$ cat src/rtl/ex_muldiv_ctrl_if.sv
// Pipeline-side bundle for the EX-stage multiply/divide sequencer: start/operands,
// HI/LO move traffic, hazard inputs and the busy/done/stall/HI/LO results.
interface ex_muldiv_ctrl_if #(
  parameter int WIDTH = 32
);
  logic             start;
  logic [1:0]       op;
  logic [WIDTH-1:0] rs_val;
  logic [WIDTH-1:0] rt_val;
  logic             hi_we;
  logic             lo_we;
  logic [WIDTH-1:0] wdata;
  logic             hilo_rd;
  logic             flush;
  logic             busy;
  logic             done;
  logic             stall;
  logic [WIDTH-1:0] hi;
  logic [WIDTH-1:0] lo;

  modport master (
    output start, op, rs_val, rt_val, hi_we, lo_we, wdata, hilo_rd, flush,
    input  busy, done, stall, hi, lo
  );

  modport slave (
    input  start, op, rs_val, rt_val, hi_we, lo_we, wdata, hilo_rd, flush,
    output busy, done, stall, hi, lo
  );
endinterface

$ cat src/rtl/ex_muldiv_ctrl.sv
// Iterative MULT/MULTU/DIV/DIVU sequencer owning HI/LO: one shift-add or restoring
// divide step per cycle on operand magnitudes, then a single sign-fix cycle.
module ex_muldiv_ctrl #(
  parameter int WIDTH = 32
) (
  input  logic               clk,
  input  logic               rst,
  ex_muldiv_ctrl_if.slave    bus
);
  localparam int CNT_W = $clog2(WIDTH) + 1;

  typedef enum logic [1:0] {IDLE, CALC, FIX} state_t;

  state_t             state, state_nxt;
  logic [CNT_W-1:0]   count;
  logic               is_div;
  logic               neg_res;
  logic               neg_rem;
  logic               div_zero;
  logic [WIDTH-1:0]   operand;
  logic [WIDTH-1:0]   rs_raw;
  logic [WIDTH-1:0]   acc_hi;
  logic [WIDTH-1:0]   acc_lo;
  logic [WIDTH-1:0]   hi_q;
  logic [WIDTH-1:0]   lo_q;
  logic               done_q;

  logic               sign_a, sign_b;
  logic [WIDTH-1:0]   mag_a, mag_b;
  logic [WIDTH:0]     mul_sum;
  logic [WIDTH+1:0]   div_trial;
  logic [WIDTH-1:0]   iter_hi, iter_lo;
  logic [2*WIDTH-1:0] prod_fix;
  logic [WIDTH-1:0]   quo_fix, rem_fix;

  // Operands are only valid during the start cycle, so magnitudes are formed here
  // and captured; op[0] selects signed interpretation.
  assign sign_a = bus.op[0] & bus.rs_val[WIDTH-1];
  assign sign_b = bus.op[0] & bus.rt_val[WIDTH-1];
  assign mag_a  = sign_a ? -bus.rs_val : bus.rs_val;
  assign mag_b  = sign_b ? -bus.rt_val : bus.rt_val;

  // NOTE: state is updated with non-blocking assignments so every always_ff reads
  // the pre-edge value regardless of process evaluation order.
  always_ff @(posedge clk) begin
    if (!rst) state <= IDLE;
    else      state <= state_nxt;
  end

  always_comb begin
    state_nxt = state;
    unique case (state)
      IDLE:    if (bus.start) state_nxt = CALC;
      CALC:    if (count == CNT_W'(1)) state_nxt = FIX;
      FIX:     state_nxt = IDLE;
      default: state_nxt = IDLE;
    endcase
    if (bus.flush) state_nxt = IDLE;
  end

  // Shared iteration datapath: for multiply acc_hi:acc_lo is the partial product
  // with the multiplier in acc_lo; for divide acc_hi is the partial remainder and
  // acc_lo shifts the dividend out while shifting quotient bits in.
  always_comb begin
    mul_sum   = {1'b0, acc_hi} + (acc_lo[0] ? {1'b0, operand} : '0);
    div_trial = {1'b0, acc_hi, acc_lo[WIDTH-1]} - {2'b00, operand};
    if (is_div) begin
      if (!div_trial[WIDTH+1]) begin
        iter_hi = div_trial[WIDTH-1:0];
        iter_lo = {acc_lo[WIDTH-2:0], 1'b1};
      end else begin
        iter_hi = {acc_hi[WIDTH-2:0], acc_lo[WIDTH-1]};
        iter_lo = {acc_lo[WIDTH-2:0], 1'b0};
      end
    end else begin
      iter_hi = mul_sum[WIDTH:1];
      iter_lo = {mul_sum[0], acc_lo[WIDTH-1:1]};
    end
  end

  // The signed-overflow divide needs no special case: the magnitude quotient is
  // 2^(WIDTH-1), and negating it in WIDTH bits leaves it unchanged.
  always_comb begin
    prod_fix = neg_res ? -{acc_hi, acc_lo} : {acc_hi, acc_lo};
    quo_fix  = neg_res ? -acc_lo : acc_lo;
    rem_fix  = neg_rem ? -acc_hi : acc_hi;
  end

  // NOTE: the datapath registers are few and flop-based, so all of them take the
  // synchronous reset; no value from an aborted operation can leak out.
  always_ff @(posedge clk) begin
    if (!rst) begin
      count    <= '0;
      is_div   <= 1'b0;
      neg_res  <= 1'b0;
      neg_rem  <= 1'b0;
      div_zero <= 1'b0;
      operand  <= '0;
      rs_raw   <= '0;
      acc_hi   <= '0;
      acc_lo   <= '0;
      hi_q     <= '0;
      lo_q     <= '0;
      done_q   <= 1'b0;
    end else begin
      done_q <= 1'b0;
      if (!bus.flush) begin
        unique case (state)
          IDLE: begin
            if (bus.hi_we) hi_q <= bus.wdata;
            if (bus.lo_we) lo_q <= bus.wdata;
            if (bus.start) begin
              count    <= CNT_W'(WIDTH);
              is_div   <= bus.op[1];
              neg_res  <= sign_a ^ sign_b;
              neg_rem  <= sign_a;
              div_zero <= bus.op[1] & (bus.rt_val == '0);
              rs_raw   <= bus.rs_val;
              acc_hi   <= '0;
              acc_lo   <= bus.op[1] ? mag_a : mag_b;
              operand  <= bus.op[1] ? mag_b : mag_a;
            end
          end
          CALC: begin
            acc_hi <= iter_hi;
            acc_lo <= iter_lo;
            count  <= count - 1'b1;
          end
          FIX: begin
            done_q <= 1'b1;
            if (!is_div) begin
              hi_q <= prod_fix[2*WIDTH-1:WIDTH];
              lo_q <= prod_fix[WIDTH-1:0];
            end else if (div_zero) begin
              hi_q <= rs_raw;
              lo_q <= '1;
            end else begin
              hi_q <= rem_fix;
              lo_q <= quo_fix;
            end
          end
          default: ;
        endcase
      end
    end
  end

  assign bus.busy  = (state != IDLE);
  assign bus.done  = done_q;
  assign bus.stall = bus.busy & (bus.start | bus.hilo_rd | bus.hi_we | bus.lo_we);
  assign bus.hi    = hi_q;
  assign bus.lo    = lo_q;
endmodule

$ cat src/flat_wrapper.sv
// flat-port wrapper written by rule: the top's interface ports become plain ports
module ex_muldiv_ctrl_flat 
#(
  parameter int WIDTH = 32
)
  (clk, rst, bus_start, bus_op, bus_rs_val, bus_rt_val, bus_hi_we, bus_lo_we, bus_wdata, bus_hilo_rd, bus_flush, bus_busy, bus_done, bus_stall, bus_hi, bus_lo);
  ex_muldiv_ctrl_if #(.WIDTH(WIDTH)) bus_i ();
  input  logic clk;
  input  logic rst;
  input wire logic [$bits(bus_i.start)-1:0] bus_start;
  input wire logic [$bits(bus_i.op)-1:0] bus_op;
  input wire logic [$bits(bus_i.rs_val)-1:0] bus_rs_val;
  input wire logic [$bits(bus_i.rt_val)-1:0] bus_rt_val;
  input wire logic [$bits(bus_i.hi_we)-1:0] bus_hi_we;
  input wire logic [$bits(bus_i.lo_we)-1:0] bus_lo_we;
  input wire logic [$bits(bus_i.wdata)-1:0] bus_wdata;
  input wire logic [$bits(bus_i.hilo_rd)-1:0] bus_hilo_rd;
  input wire logic [$bits(bus_i.flush)-1:0] bus_flush;
  output wire logic [$bits(bus_i.busy)-1:0] bus_busy;
  output wire logic [$bits(bus_i.done)-1:0] bus_done;
  output wire logic [$bits(bus_i.stall)-1:0] bus_stall;
  output wire logic [$bits(bus_i.hi)-1:0] bus_hi;
  output wire logic [$bits(bus_i.lo)-1:0] bus_lo;
  assign bus_i.start = bus_start;
  assign bus_i.op = bus_op;
  assign bus_i.rs_val = bus_rs_val;
  assign bus_i.rt_val = bus_rt_val;
  assign bus_i.hi_we = bus_hi_we;
  assign bus_i.lo_we = bus_lo_we;
  assign bus_i.wdata = bus_wdata;
  assign bus_i.hilo_rd = bus_hilo_rd;
  assign bus_i.flush = bus_flush;
  assign bus_busy = bus_i.busy;
  assign bus_done = bus_i.done;
  assign bus_stall = bus_i.stall;
  assign bus_hi = bus_i.hi;
  assign bus_lo = bus_i.lo;
  ex_muldiv_ctrl #(.WIDTH(WIDTH)) u_core (.clk(clk), .rst(rst), .bus(bus_i));
endmodule
$ cat config.mk
export PLATFORM = sky130hd
export DESIGN_NAME = ex_muldiv_ctrl_flat
export DESIGN_NICKNAME = d
export VERILOG_FILES = /design/src/rtl/ex_muldiv_ctrl_if.sv /design/src/rtl/ex_muldiv_ctrl.sv /design/src/flat_wrapper.sv
export SDC_FILE = /design/constraint.sdc
export NUM_CORES = 1
export LEC_CHECK = 0
export CAP_MARGIN = 40
export CORE_ASPECT_RATIO = 1.5
export CORE_MARGIN = 4
export CORE_UTILIZATION = 55
export DETAILED_ROUTE_END_ITERATION = 8
export PLACE_DENSITY = 0.78
export REMOVE_ABC_BUFFERS = 1
export SYNTH_ARGS = -nofsm -noshare
export SYNTH_HDL_FRONTEND = slang
export SYNTH_SLANG_ARGS = --single-unit
$ cat constraint.sdc
create_clock -name clk -period 9.3 [get_ports clk]
set_input_delay 2.79 -clock clk [delete_from_list [all_inputs] [get_ports clk]]
set_output_delay 2.79 -clock clk [all_outputs]
set_load 0.01 [all_outputs]
==> results of run 1 <==
-- routing by layer --
metal	global-route usage [%]	vias to the layer above	part of all wire, %
met2	65.6	1066	47
met1	46.2	8747	37
met5	0	-	0
met3	5.47	272	8.4
li1	-	8543	-
met4	25.9	0	7.9
-- sequential cells by signal (all words and copies together) (netlist names) --
signal and flops:
u_core.bus.done 1, u_core.operand 32, u_core.bus.hi 32, u_core.count 6
u_core.neg_rem 1, u_core.neg_res 1, u_core.bus.lo 32, u_core.acc_lo 32
u_core.rs_raw 32, u_core.div_zero 1, u_core.state 2, u_core.is_div 1
u_core.acc_hi 32
-- logic make-up after synthesis --
| group | share of synthesized area (%) |
|---|---|
| adders and majority gates | 5.52 |
| buffers and inverters | 5.76 |
| DFF | 24.7 |
| muxes | 3.49 |
| xor gates and xnor gates | 8.66 |
| and+or+nand+nor | 20.8 |
| AOI/OAI and AO/OA | 31.0 |
-- where the power goes --
part,leakage [µW],switching (µW),internal (µW),total (µW)
registers,0.00168,48.5,924,973
clock network,0.000392,397,594,990
logic,0.00523,369,245,614
-- worst max-delay path, cell delays in order --
cell	delay, ns
clkdlybuf4s50_1	0.48
nor4_1	0.28
nor2_1	0.06
clkdlybuf4s50_1	0.48
-- through the flow --
| stage | hold WS (ns) | instance area (µm²) | total power (µW) |
|---|---|---|---|
| floorplan | 0.432 | 15900 | 1330 |
| global placement | 0.441 | 18400 | 1580 |
| detailed placement | 0.446 | 18400 | 1590 |
| CTS | 0.454 | 19200 | 2570 |
| global route | 0.473 | 19200 | 2670 |
| finish | 0.452 | 19200 | 2580 |
-- worst max-delay path by stage --
stage               from                 end  slack [ns]  cells after the start
2_1_floorplan  bus_flush  u_core.operand[23]        2.49                      5
3_3_place_gp   bus_hi_we           bus_stall        2.37                      4
3_5_place_dp   bus_start           bus_stall        2.41                      4
4_1_cts        bus_start           bus_stall        2.40                      4
5_1_grt        bus_start           bus_stall        2.35                      4
6_report       bus_start           bus_stall        2.41                      4
-- synth_stat cells, types with 18 or more instances --
cell | instances | area share (%)
nor2_1 | 212 | 4.8
dfxtp_1 | 205 | 25
nand2b_1 | 20 | 0.75
a21o_1 | 29 | 1.3
clkbuf_1 | 154 | 3.5
a21oi_1 | 299 | 9.0
xor2_1 | 60 | 3.2
xnor2_1 | 104 | 5.5
buf_1 | 18 | 0.41
o211ai_1 | 38 | 1.7
nor3_1 | 44 | 1.3
o31ai_1 | 36 | 1.6
nand3_1 | 49 | 1.5
nor4_1 | 18 | 0.68
or3_1 | 27 | 1.0
nand2_1 | 294 | 6.7
mux2i_1 | 41 | 2.5
inv_1 | 69 | 1.6
a211oi_1 | 35 | 1.6
ha_1 | 70 | 5.3
o21ai_0 | 179 | 5.4
o221ai_1 | 40 | 2.1
-- layout make-up --
class	count	area, µm²
Sequential cell	205	4110
Tap cell	395	494
Fill cell	2699	10300
Clock buffer	31	636
Multi-Input combinational cell	1874	11600
Timing Repair Buffer	209	2000
Clock inverter	11	169
Inverter	71	269
==> metrics.md, run 1 <==
| Metric | Value |
|---|---|
| DP Wirelength | 49.5 mm |
| Cell variety after synth | 72 |
| Reg clk slew, reported paths | 0.06 ns |
| Layout Skew | 0.0276 ns |
| CTS Buf Count | 23 |
| Cell area after synthesis | 16600 µm² |
| Via density | 6.66 |
| Core box area | 29600 µm² |
| Hold path depth | 2 |
| Fmax | 0.145 GHz |
| Initial antenna violation count | 0 |
| Cell count after synthesis | 2327 |
| DRC viols | 0 |
| Fin. Hold Viols | 0 |
| Final clock period utilization by the worst path | 74.1% |
| FF-to-FF setup slack | 5.04 ns |
| Post-Place Cells | 2754 |
| RSZ-0062 raised after global routing | no |
| Vias | 18600 |
| Largest net degree at the start of global routing | 78 |
| Worst setup margin | 2.41 ns |
| Status | completed |
| Ports | 172 |
| Die ar. | 33100 µm² |
| Number of port buffers | 171 |
| Routed wire length per instance | 23.7 µm |
| HP Class | flip-flop to flip-flop |
| Die Span X | 150 µm |
| YS warnings | 0 |
| Global placer's final weighted congestion | 1.02 |
| Max-Cap Viols | 0 |
| Worst-Margin Slew | 0.900 ns |
| Hold EP | u_core.bus.lo[18] |
| Number of flops mapped to enable cells by yosys | 0 |
| Worst reg2reg startpoint | u_core.acc_lo[0] |
| Clk Latency, worst-skew pair | 0.54 ns |
| Fin util | 65.0% |
| Nets | 2561 |
| Maximum net fanout on the critical path | 5 |
| Chip Height | 221 µm |
| Critical path type | input pin to output pin |
| Dpl ws | 2.41 ns |
| Syn avg cell area | 7.13 µm² |
| Min Clock Period, post-route | 6.89 ns |
| Gr ovfl total | 0 |
| Htree depth | 1 |
| Post-synthesis async set-or-reset flop share | 0% |
| Register area share after synthesis | 24.7% |
| Commonest non-fill, non-tap cell in the layout | a21oi_1 |
| Total global routing track utilization | 39.0% |
| Arrival @ worst endpoint | 4.10 ns |
| Layout Cells excl Fill | 2796 |
| Slew Viols, Final | 0 |
| CP Capture Type | output pin |
| Leakage | 0.00730 µW |
| Vias in the first global route | 17900 |
| WL final | 66.3 mm |
| 1st-iter DRT viols | 2025 |
| Drt pass-1 iters | 8 |
| Commonest cells after routing, fill and taps aside | 299 x a21oi_1, 294 x nand2_1, 211 x nor2_1 |
| Peak supply drop | 0.000148 V |
| Pwr dens | 134 nW/µm² |
| Final setup vio count | 0 |
| Ant. Diodes | 0 |
| Clock sinks | 205 |
| Relative slew slack | 40.0% |
| Worst-case reg-to-reg path depth | 13 |
| CTS Buffer Depth | 3 |
| CTS tree | yes |
| Top_reg_cell synth | dfxtp_1 |
| First-pass GRT wire length | 101 mm |
| Data required, critical path | 6.51 ns |
| ANT nets after route | 0 |
| Synth Register Bits | 205 |
| Area grow syn2layout | 16.0% |
| Initial Util | 56.1% |
| Hold_buf cts | 0 |
| Root buffer cell | clkbuf_16 |
| Layout cells sized above 1 | 5.04% |
| CTS resizes | 0 |
| Worst flop-to-flop path endpoint | u_core.acc_hi[30] |
| Worst Setup Start Kind | input pin |
| Setup Buffers After CTS | 0 |
| Setup tns final | 0 ns |
| Row count | 77 |
| Worst Hold Launch | u_core.bus.lo[18] |
Note: power is estimated with default switching activity, not from simulation.
==> run 2: changes to the inputs <==
- CORE_UTILIZATION: 55 -> 53
- clock period: 9.3 -> 5.85 ns (I/O delays scaled with it)
==> metrics.md, run 2 (synthesis results as in run 1) <==
| Metric | Value |
|---|---|
| CTS Buf Count | 22 (-4.3%) |
| Clk Latency, worst-skew pair | 0.53 ns (about the same) |
| ANT nets after route | 0 (unchanged) |
| Setup tns final | 0 ns (unchanged) |
| Hold_buf cts | 0 (unchanged) |
| DP Wirelength | 48.4 mm (-2.2%) |
| Peak supply drop | 0.000257 V (+74%) |
| Pwr dens | 210 nW/µm² (+57%) |
| Data required, critical path | 4.09 ns (-2.42 ns) |
| Area grow syn2layout | 16.8% |
| GR Util met1 | 43.8% (-2.4 points) |
| Global placer's final weighted congestion | 0.997 (-2.1%) |
| RSZ-0062 raised after global routing | no |
| Largest net degree at the start of global routing | 78 (unchanged) |
| Fmax | 0.208 GHz |
| Min Clock Period, post-route | 4.81 ns |
| HP Class | flip-flop to flip-flop |
| Nets | 2572 (+0.43%) |
| Core box area | 30900 µm² (+4.6%) |
| Die Span X | 152 µm (+1.8%) |
| Root buffer cell | clkbuf_16 |
| Routed wire length per instance | 23.2 µm (-2.3%) |
| Maximum net fanout on the critical path | 5 (unchanged) |
| CTS resizes | 0 (unchanged) |
| Leakage | 0.00735 µW (+0.76%) |
| Htree depth | 1 (unchanged) |
| Ports | 172 (unchanged) |
| Initial Util | 53.6% (-2.5 points) |
| CP Capture Type | output pin |
| CTS Buffer Depth | 3 (unchanged) |
| Number of port buffers | 171 (unchanged) |
| 1st-iter DRT viols | 2043 (+0.89%) |
| Layout Skew | 0.0178 ns (-0.00974 ns) |
| Met3 Usage GRT | 6.31% (+0.84 points) |
| Power, Total | 4070 µW (+58%) |
| Worst-Margin Slew | 0.935 ns (+0.0351 ns) |
| Clock sinks | 205 (unchanged) |
| Total global routing track utilization | 36.1% (-3.0 points) |
| Critical path type | input pin to output pin |
| Fillers | 2827 (+4.7%) |
| Fin. Hold Viols | 0 (unchanged) |
| Setup Buffers After CTS | 0 (unchanged) |
| Via density | 6.57 (-1.5%) |
| Slew Viols, Final | 0 (unchanged) |
| DRC viols | 0 (unchanged) |
| Arrival @ worst endpoint | 3.05 ns (-1.05 ns) |
| Row count | 79 (+2.6%) |
| Worst Setup Start Kind | input pin |
| Vias | 18500 (-0.72%) |
| Initial antenna violation count | 3 (+3) |
| Final clock period utilization by the worst path | 82.2% |
| Relative slew slack | 37.3% (-2.8 points) |
| Chip Height | 225 µm (+1.8%) |
| Met2 Use GR | 62.2% (-3.4 points) |
| First-pass GRT wire length | 100 mm (-1.2%) |
| Vias in the first global route | 17600 (-1.4%) |
| Reg clk slew, reported paths | 0.06 ns (about the same) |
| Die ar. | 34200 µm² (+3.6%) |
| Max-Cap Viols | 0 (unchanged) |
| Gr ovfl total | 0 (unchanged) |
| GR peak layer | met2 |
| WL final | 65.3 mm (-1.6%) |
| Drt pass-1 iters | 9 (+1) |
| Commonest non-fill, non-tap cell in the layout | a21oi_1 |
| Commonest cells after routing, fill and taps aside | 299 x a21oi_1, 294 x nand2_1, 211 x nor2_1 |
| Status | completed |
| Final setup vio count | 0 (unchanged) |
| CTS tree | yes |
| Layout cells sized above 1 | 5.60% (+0.56 points) |
## run 2: changes by cell type in the layout (fill, tap and decap cells not counted), moves of 2 or more
cell	previous run	this run
buf_4	32	44
clkbuf_1	5	1
clkinvlp_4	1	5
buf_16	0	2
inv_6	2	0
## run 2: per-stage QoR
step | utilization (%) | std cells | hold WS [ns] | cell area [µm²] | setup slack (ns)
finish | 62.6 | 2817 | 0.450 | 19400 | 1.04
detailed placement | 60.0 | 2776 | 0.443 | 18600 | 0.890
global route | 62.6 | 2817 | 0.472 | 19400 | 0.887
floorplan | - | 2150 | 0.432 | 15900 | 0.0740
global placement | 59.7 | 2770 | 0.440 | 18500 | 0.917
CTS | 62.6 | 2816 | 0.453 | 19400 | 1.04
## run 2: metal layers
layer	vias up	part of all wire [%]
met5	-	0.020
met4	2	5.2
met3	235	8.7
met2	1027	48
met1	8681	38
li1	8549	-
## run 2: final timing paths
check,end,slack (ns),startpoint,cells past startpoint
setup / recovery,bus_stall,1.04,bus_start,4
hold / removal,u_core.bus.lo[3],0.45,u_core.bus.lo[3],2
setup reg to reg,u_core.acc_hi[28],1.48,u_core.acc_lo[0],12
hold reg to reg,u_core.bus.lo[3],0.45,u_core.bus.lo[3],2
## run 2: where the power goes
group	internal, µW	switching, µW
registers	1470	77.4
logic	396	581
clock network	903	639
## run 2: critical path: stages
cell             delay [ns]
clkdlybuf4s50_1        0.47
nor4_1                 0.28
nor2_1                 0.07
clkdlybuf4s50_1        0.48
## run 2: layout make-up
| cell class | count | area, µm² | share of cell area (%) |
|---|---|---|---|
| multi-input cells | 1874 | 11600 | 59.7 |
| well taps | 405 | 507 | 2.62 |
| repair buffers | 221 | 2140 | 11.1 |
| diodes | 1 | 2.50 | 0.0129 |
| flip-flops and latches | 205 | 4110 | 21.2 |
| clock inverters | 12 | 151 | 0.782 |
| clock buffers | 28 | 634 | 3.28 |
| inverters | 71 | 269 | 1.39 |
==> run 3: changes to the inputs <==
- clock period: 5.85 -> 3.9 ns (I/O delays scaled with it)
==> metrics.md, run 3 (synthesis results as in run 1) <==
| Metric | Value |
|---|---|
| Clock network power share | 38.1% (+0.2 points) |
| CTS resizes | 0 (unchanged) |
| First-pass GRT wire length | 104 mm (+3.8%) |
| Status | completed |
| CTS Buffer Depth | 3 (unchanged) |
| FF-to-FF setup slack | 0.21 ns (-1.27 ns) |
| Initial antenna violation count | 2 (-1) |
| Int Pwr | 4250 µW (+54%) |
| Vias in the first global route | 18300 (+3.9%) |
| RSZ-0062 raised after global routing | no |
| Max-Cap Viols | 0 (unchanged) |
| Clock sinks | 205 (unchanged) |
| Fmax | 0.271 GHz |
| Layout Skew | 0.0143 ns (-0.00354 ns) |
| Worst Hold Slack | 0.452 ns (+0.00227 ns) |
| DRC viols | 0 (unchanged) |
| Min Clock Period, post-route | 3.69 ns |
| Hold_buf cts | 0 (unchanged) |
| Relative slew slack | 40.0% (+2.8 points) |
| Worst reg2reg startpoint | u_core.acc_lo[0] |
| Nets | 2687 (+4.5%) |
| Worst-Margin Slew | 0.900 ns (-0.0352 ns) |
| Psw | 1990 µW (+54%) |
| Initial Util | 53.6% (unchanged) |
| Htree depth | 1 (unchanged) |
| 1st-iter DRT viols | 1958 (-4.2%) |
| HP Class | flip-flop to flip-flop |
| Final clock period utilization by the worst path | 94.5% |
| Commonest cells after routing, fill and taps aside | 299 x a21oi_1, 294 x nand2_1, 211 x nor2_1 |
| Slew Viols, Final | 0 (unchanged) |
| Row count | 79 (unchanged) |
| Chip Height | 225 µm (unchanged) |
| Metal2 WL | 31.7 mm (+0.97%) |
| Reg power frac | 37.0% (-1.0 points) |
| Data required, critical path | 4.33 ns (+0.24 ns) |
| CP Capture Type | flip-flop |
| Worst-case reg-to-reg path depth | 14 (+2) |
| CTS tree | yes |
| Layout cells sized above 1 | 10.1% (+4.5 points) |
| Clk Latency, worst-skew pair | 0.54 ns (about the same) |
| Metal3 WL | 5.35 mm (-5.5%) |
| Commonest non-fill, non-tap cell in the layout | a21oi_1 |
| Reg clk slew, reported paths | 0.07 ns (about the same) |
| DP Wirelength | 51.1 mm (+5.6%) |
| Crit path to | u_core.acc_hi[28] |
| Drt pass-1 iters | 6 (-3) |
| Critical path type | flip-flop to flip-flop |
| CP startpoint | u_core.acc_lo[0] |
| Largest net degree at the start of global routing | 70 (-10%) |
| Ports | 172 (unchanged) |
| Arrival @ worst endpoint | 4.11 ns (+1.06 ns) |
| Total global routing track utilization | 37.6% (+1.6 points) |
| Ant. Diodes | 0 (-1) |
| Number of port buffers | 171 (unchanged) |
| Die ar. | 34200 µm² (unchanged) |
| Global placer's final weighted congestion | 1.04 (+3.8%) |
| Peak supply drop | 0.000339 V (+32%) |
| Area grow syn2layout | 22.3% |
| Via density | 6.45 (-1.8%) |
| CTS Buf Count | 24 (+9.1%) |
| Root buffer cell | clkbuf_16 |
| Leakage | 0.00795 µW (+8.1%) |
| Logic pwr share | 24.9% (+0.9 points) |
| Highest metal used | met5 |
| Wl on met1 | 26.0 mm (+4.6%) |
| ANT nets after route | 0 (unchanged) |
| Setup tns final | 0 ns (unchanged) |
| Setup Buffers After CTS | 0 (unchanged) |
| Fin. Hold Viols | 0 (unchanged) |
| Worst Setup Start Kind | flip-flop |
| Die Span X | 152 µm (unchanged) |
| Vias | 18900 (+2.2%) |
| Worst flop-to-flop path endpoint | u_core.acc_hi[28] |
| Maximum net fanout on the critical path | 16 (+11) |
| Core box area | 30900 µm² (unchanged) |
| Sw Ratio | 31.9% (about the same) |
| Routed wire length per instance | 23.1 µm (-0.46%) |
| WL final | 67.6 mm (+3.6%) |
| Gr ovfl total | 0 (unchanged) |
| Pwr dens | 308 nW/µm² (+47%) |
| Final setup vio count | 0 (unchanged) |
run 3: changes by cell type in the layout (fill, tap and decap cells not counted), sizes merged:
cell | before | now
buf | 52 | 165
bufinv | 3 | 2
clkbuf | 28 | 31
clkinv | 6 | 9
clkinvlp | 5 | 3
diode | 1 | 0
run 3: worst min path at each step:
stage / cells past startpoint / endpoint / from
2_1_floorplan: 2 / u_core.operand[4] / u_core.operand[4]
3_3_place_gp: 2 / u_core.bus.lo[4] / u_core.bus.lo[4]
3_5_place_dp: 2 / u_core.bus.lo[19] / u_core.bus.lo[19]
4_1_cts: 2 / u_core.bus.lo[4] / u_core.bus.lo[4]
5_1_grt: 2 / u_core.rs_raw[6] / u_core.rs_raw[6]
6_report: 2 / u_core.bus.lo[4] / u_core.bus.lo[4]
run 3: final cells by class:
class	count	area (µm²)
Clock inverter	12	121
Tap cell	405	507
Clock buffer	31	698
Fill cell	2756	10700
Multi-Input combinational cell	1874	11600
Inverter	71	269
Timing Repair Buffer	334	3020
Sequential cell	205	4110
run 3: power by group through the flow:
stage	registers, µW	clock network, µW	logic [µW]
2_1_floorplan	2350	0	819
3_3_place_gp	2350	0	1500
3_5_place_dp	2350	0	1520
4_1_cts	2300	2390	1530
5_1_grt	2320	2470	1680
6_report	2310	2380	1560
run 3: routing by layer:
metal | global-route usage (%) | vias to the layer above
li1 | - | 8781
met1 | 45.6 | 8861
met5 | 0 | -
met3 | 5.49 | 260
met4 | 22.9 | 4
met2 | 63.2 | 1001
run 3: stage by stage:
step                      util (%)  setup WS [ns]  std cells  area, µm²  power [µW]
after detailed placement      62.9         -0.171       2889      19500        3870
after global routing          65.5         0.0128       2932      20300        6460
final                         65.5          0.214       2932      20300        6250
after floorplan                  -          -1.29       2150      15900        3170
after global placement        62.8         -0.188       2888      19400        3850
after CTS                     65.5          0.216       2932      20300        6230
run 3: worst max-delay path: stages, from the launching register on:
cell	delay (ns)
dfxtp_1	0.38
inv_1	0.35
buf_4	0.27
buf_4	0.26
nor2_1	0.08
ha_1	0.34
a211oi_1	0.41
o2111ai_1	0.16
o21ai_0	0.22
buf_4	0.17
o21ba_2	0.18
o31a_1	0.20
mux2i_1	0.20
o21ai_0	0.10
a221o_1	0.25
